## config.mk

```make
export PLATFORM = sky130hd
export DESIGN_NAME = switch_control
export DESIGN_NICKNAME = d
export VERILOG_FILES = /design/src/rtl/switch_control_pkg.sv /design/src/rtl/switch_control_rr_arbiter5.sv /design/src/rtl/switch_control.sv
export SDC_FILE = /design/constraint.sdc
export NUM_CORES = 1
export LEC_CHECK = 0
export BUFFER_PORTS_ARGS = -buffer_cell sky130_fd_sc_hd__buf_4
export CORE_ASPECT_RATIO = 1.75
export CORE_MARGIN = 3
export CORE_UTILIZATION = 55
export DETAILED_ROUTE_END_ITERATION = 12
export PLACE_DENSITY = 0.9
export SYNTH_ARGS = -nofsm -noshare
export SYNTH_HDL_FRONTEND = slang
export SYNTH_SLANG_ARGS = --single-unit
```

## constraint.sdc

```tcl
create_clock -name i_clk -period 9.3 [get_ports i_clk]
set_clock_uncertainty 0.1 [all_clocks]
set_input_delay 0 -clock i_clk [delete_from_list [all_inputs] [get_ports i_clk]]
set_output_delay 0 -clock i_clk [all_outputs]
set_load 0.05 [all_outputs]
```

## src/rtl/switch_control_pkg.sv

```systemverilog
// Shared constants, FSM encoding and XY routing helper for the router allocation stage.
package switch_control_pkg;

   localparam int TAM_FLIT   = 16;
   localparam int METADEFLIT = 8;
   localparam int NPORT      = 5;

   localparam logic [2:0] EAST      = 3'd0;
   localparam logic [2:0] WEST      = 3'd1;
   localparam logic [2:0] NORTH     = 3'd2;
   localparam logic [2:0] SOUTH     = 3'd3;
   localparam logic [2:0] LOCAL     = 3'd4;
   localparam logic [2:0] PORT_NONE = 3'b111;

   typedef enum logic [2:0] {
      S_IDLE  = 3'd0,
      S_ARB   = 3'd1,
      S_ROUTE = 3'd2,
      S_CHECK = 3'd3,
      S_GRANT = 3'd4
   } state_t;

   // X is resolved before Y; equal coordinates deliver to the local port.
   function automatic logic [2:0] xy_route(input logic [TAM_FLIT-1:0] local_addr,
                                           input logic [TAM_FLIT-1:0] dest_addr);
      logic [METADEFLIT-1:0] lx, ly, dx, dy;
      lx = local_addr[TAM_FLIT-1:METADEFLIT];
      ly = local_addr[METADEFLIT-1:0];
      dx = dest_addr[TAM_FLIT-1:METADEFLIT];
      dy = dest_addr[METADEFLIT-1:0];
      if (dx > lx)      return EAST;
      else if (dx < lx) return WEST;
      else if (dy < ly) return SOUTH;
      else if (dy > ly) return NORTH;
      else              return LOCAL;
   endfunction

endpackage

```

## src/rtl/switch_control_rr_arbiter5.sv

```systemverilog
// Combinational five-way round-robin picker: first request found after i_ptr, with wrap.
module rr_arbiter5
   import switch_control_pkg::*;
(
   input  logic [NPORT-1:0] i_req,
   input  logic [2:0]       i_ptr,
   output logic [2:0]       o_grant,
   output logic             o_valid
);

   logic [2:0] w_idx;

   // Scan farthest offset first so the nearest requester overwrites and wins.
   always_comb begin
      o_grant = '0;
      o_valid = 1'b0;
      w_idx   = '0;
      for (int i = NPORT - 1; i >= 0; i--) begin
         w_idx = 3'((int'(i_ptr) + 1 + i) % NPORT);
         if (i_req[w_idx]) begin
            o_grant = w_idx;
            o_valid = 1'b1;
         end
      end
   end

endmodule

```

## src/rtl/switch_control.sv

```systemverilog
// Router allocation stage: arbitrates header requests, routes XY, books crossbar paths and frees them.
module switch_control
   import switch_control_pkg::*;
#(
   parameter logic [TAM_FLIT-1:0] ADDRESS = 16'h0000
) (
   input  logic                      i_clk,
   input  logic                      i_rst,
   input  logic [NPORT-1:0]          i_h,
   input  logic [NPORT*TAM_FLIT-1:0] i_data,
   input  logic [NPORT-1:0]          i_sender,
   output logic [NPORT-1:0]          o_ack_h,
   output logic [NPORT*3-1:0]        o_mux_in,
   output logic [NPORT*3-1:0]        o_mux_out,
   output logic [NPORT-1:0]          o_free
);

   state_t r_state, w_state_next;
   logic [2:0] r_rr_ptr, r_sel, r_route;
   logic [NPORT-1:0] r_free, w_free_next, w_rel;
   logic [2:0] r_mux_in [NPORT];
   logic [2:0] r_mux_out [NPORT];
   logic [2:0] w_mux_in_next [NPORT];
   logic [2:0] w_mux_out_next [NPORT];
   logic [TAM_FLIT-1:0] w_flit [NPORT];
   logic [2:0] w_arb_grant;
   logic       w_arb_valid;

   rr_arbiter5 u_arb (
      .i_req   (i_h),
      .i_ptr   (r_rr_ptr),
      .o_grant (w_arb_grant),
      .o_valid (w_arb_valid)
   );

   generate
      for (genvar gi = 0; gi < NPORT; gi++) begin : g_port
         assign w_flit[gi]              = i_data[gi*TAM_FLIT +: TAM_FLIT];
         assign o_mux_in[gi*3 +: 3]     = r_mux_in[gi];
         assign o_mux_out[gi*3 +: 3]    = r_mux_out[gi];
         assign w_rel[gi]               = !r_free[gi] && !i_sender[r_mux_in[gi]];
      end
   endgenerate

   assign o_free = r_free;

   always_comb begin
      o_ack_h = '0;
      if (r_state == S_GRANT) o_ack_h[r_sel] = 1'b1;
   end

   always_comb begin
      w_state_next = r_state;
      case (r_state)
         S_IDLE:  if (|i_h) w_state_next = S_ARB;
         S_ARB:   w_state_next = w_arb_valid ? S_ROUTE : S_IDLE;
         S_ROUTE: w_state_next = S_CHECK;
         S_CHECK: w_state_next = r_free[r_route] ? S_GRANT : S_IDLE;
         S_GRANT: w_state_next = S_IDLE;
         default: w_state_next = S_IDLE;
      endcase
   end

   // Release first, then the grant; a grant overrides a release of the same source's old entry.
   always_comb begin
      w_free_next    = r_free | w_rel;
      w_mux_in_next  = r_mux_in;
      w_mux_out_next = r_mux_out;
      for (int q = 0; q < NPORT; q++) begin
         if (w_rel[q]) w_mux_out_next[r_mux_in[q]] = PORT_NONE;
      end
      if (r_state == S_GRANT) begin
         w_mux_in_next[r_route] = r_sel;
         w_mux_out_next[r_sel]  = r_route;
         w_free_next[r_route]   = 1'b0;
      end
   end

   always_ff @(posedge i_clk) begin
      if (i_rst) begin
         r_state  <= S_IDLE;
         r_rr_ptr <= LOCAL;
         r_sel    <= '0;
         r_route  <= '0;
         r_free   <= '1;
         for (int p = 0; p < NPORT; p++) begin
            r_mux_in[p]  <= '0;
            r_mux_out[p] <= PORT_NONE;
         end
      end else begin
         r_state   <= w_state_next;
         r_free    <= w_free_next;
         r_mux_in  <= w_mux_in_next;
         r_mux_out <= w_mux_out_next;
         if (r_state == S_ARB && w_arb_valid) begin
            r_sel    <= w_arb_grant;
            r_rr_ptr <= w_arb_grant;
         end
         if (r_state == S_ROUTE) r_route <= xy_route(ADDRESS, w_flit[r_sel]);
      end
   end

endmodule

```

==> results.ini <==
[critical_path]
crit_fanout=17
crit_type=reg2reg
cp-start-kind=flip-flop
cp_data_required_time_ns=9.41
end_kind=flip-flop
cp.arrival_ns=7.75

[sta]
finalCritPeriodShare_pct=82.14
finalSetupTns_ns=0
hold_ws_ns=0.09466
max_slew_margin_pct=39.22
finalHoldViolCount=0
finalSetupViolCount=0
tightest_slew_ns=0.9105
rsz0062_at_grt=false
min_period_ns=7.639
fmax_mhz=130.9
drv_slew=0

[clock_network]
cts_resized=0
cts-htree-levels=2
cts_buffer_depth=2
cts_buffers=5
post_cts_buffers=0
insertion_delay_ns=0.28
cts_tree=done
clock-sinks=38
cts.clk_slew.worst_paths_ns=0.06
cts_root_buf=clkbuf_16

[global_routing]
grt_pass1_vias=5769
grt_pass1_wl_um=26160
antenna_found_initial=0
grt_overflow=0
grt_start_max_net_pins=38
grt_use_total_pct=30.78

[placement]
gp_congestion=0.9968
dpl.hpwl_um=12350
portBuffers=125

[cells_and_area]
seqCellArea_um2=762.0
diodes=0
multiInputGateArea_um2=3820
final_cell_mix=128 x buf_4, 68 x nor2_1, 44 x nand2_1, 40 x inv_1
layout_commonest_cell=buf_4
nNetsFinal=915
syn_to_final_growth_pct=22.32
nFillCells=717
utilization_pct=69.26
final_layout_size_suffix_gt1_share_pct=20.79

[logic_synthesis]
yosysWarnings=0
synth_flop_cell=dfxtp_1
yosysSeqAreaShare_pct=15.49
netlist_area_um2=4910
ys_ff_latch=38
async_flop_share_pct=0
synth.distinct_cells=81
syn-mean-instance-area_um2=7.178
syn_inst=684
synth_edf_count=0

[floorplan]
die_y_um=131.0
initial_core_util_pct=56.62
core_area_um2=8671
dieWidth_um=77.42
io_pins=132
dieArea_um2=10140
rows=45

[drt]
drt_iter0_drc=542
wire_per_inst_um=17.70
drt_wl_total_um=15940
ant_nets=0
drtPass1Iterations=5
remaining_drc_errors=0
num_vias=5781
vias_per_cell=6.416

[hold_path]
hold_class=in2reg

[pwr]
power.leakage_uw=0.002490
cellPowerDensity_nw_per_um2=222.3
max-vdd-ir-drop_v=0.0001423

[run]
cap_violations=0

[outcome]
status=completed

[worst max-delay path, cell delays in order (launching register included)]
cell	delay, ns
dfxtp_1	0.70
inv_1	0.31
ha_1	0.71
ha_1	0.46
nor2b_1	0.59
nor2_1	0.16
ha_1	0.32
o41ai_2	0.56
xnor2_1	0.22
inv_1	0.09
ha_1	0.19
or2_2	0.32
nor2_1	0.10
mux2i_1	0.08
a21oi_1	0.28
xnor2_1	0.29
ha_1	0.30
nor2b_1	0.15
o32ai_1	0.08
or2_1	0.29
mux2_2	0.32
a22o_1	0.31
a21o_1	0.18
a311o_1	0.30
a21oi_1	0.12
[metrics by stage]
step | std cells | area (µm²) | setup slack, ns | total power, µW
5_1_grt | 901 | 6006 | 1.152 | 1436
4_1_cts | 901 | 6006 | 1.803 | 1311
6_report | 901 | 6006 | 1.661 | 1335
3_3_place_gp | 892 | 5851 | 2.178 | 1118
3_5_place_dp | 892 | 5851 | 1.858 | 1150
2_1_floorplan | 689 | 4928 | 2.640 | 931.8
[cell type report]
class / count / area share [%]
Tap cell: 117 / 2.437
Multi-Input combinational cell: 566 / 63.60
Clock buffer: 5 / 2.083
Sequential cell: 38 / 12.69
Inverter: 43 / 2.688
Timing Repair Buffer: 130 / 16.33
Clock inverter: 2 / 0.1667
[worst paths after layout]
kind | start | end | slack, ns | cells past startpoint
worst max-delay path | r_rr_ptr[1]$_SDFFE_PP0P_ | r_rr_ptr[1]$_SDFFE_PP0P_ | 1.66 | 24
worst min-delay path | i_sender[4] | o_mux_out[14]$_SDFF_PP1_ | 0.09 | 4
worst max register to register | r_rr_ptr[1]$_SDFFE_PP0P_ | r_rr_ptr[1]$_SDFFE_PP0P_ | 1.66 | 24
worst min register to register | r_state[0]$_SDFFE_PP0P_ | r_state[0]$_SDFFE_PP0P_ | 0.37 | 1
[synth_stat cells (9+ instances only)]
master	instances	area, µm²
xnor2_1	11	96.34
inv_1	40	150.1
nor3_1	25	125.1
nand3_1	27	135.1
o21ai_0	39	195.2
a31oi_1	9	56.30
nand2_1	44	165.2
o21bai_1	15	112.6
nand2b_1	21	131.4
o211ai_1	9	67.56
nor2b_1	11	68.82
clkbuf_1	27	101.4
a211oi_1	10	75.07
nand4_1	14	87.58
mux2i_1	12	120.1
ha_1	39	488.0
nor4_1	23	143.9
dfxtp_1	38	760.7
nor2_1	68	255.2
a21oi_1	38	190.2
[registers in the layout (all words and copies together) (netlist names)]
name       flops
r_state        3
r_route        2
o_mux_out     15
r_sel          1
o_free         5
o_mux_in       9
r_rr_ptr       3
[layer usage]
metal	GRT usage, %	share of wire [%]
met1	32.22	35
met2	58.58	53
met3	2.606	5.9
met4	19.50	5.7
met5	0	0
[what timing repair did]
item	in CTS	in global routing
setup endpoints to repair	0	0
hold buffers	2	0
endpoints found under the hold margin	7	0
[report_power, final]
part           internal (µW)  leakage (µW)  total [µW]  switching [µW]
clock                   96.7     0.0000694         161            63.8
sequential               171      0.000308         200            29.5
combinational            386       0.00211         974             588
total                    653       0.00249        1330             682
[cells by family after synthesis]
logic type / after synthesis / share of synthesized area, %
DFF: 38 / 15.49
adders and majority gates: 39 / 9.939
xor gates and xnor gates: 15 / 2.829
and+or+nand+nor: 279 / 29.46
muxes: 23 / 6.014
AOI/OAI and AO/OA: 204 / 29.10
buffers and inverters: 85 / 7.084
other: 1 / 0.07638
Power figures use the tool's default switching activity.
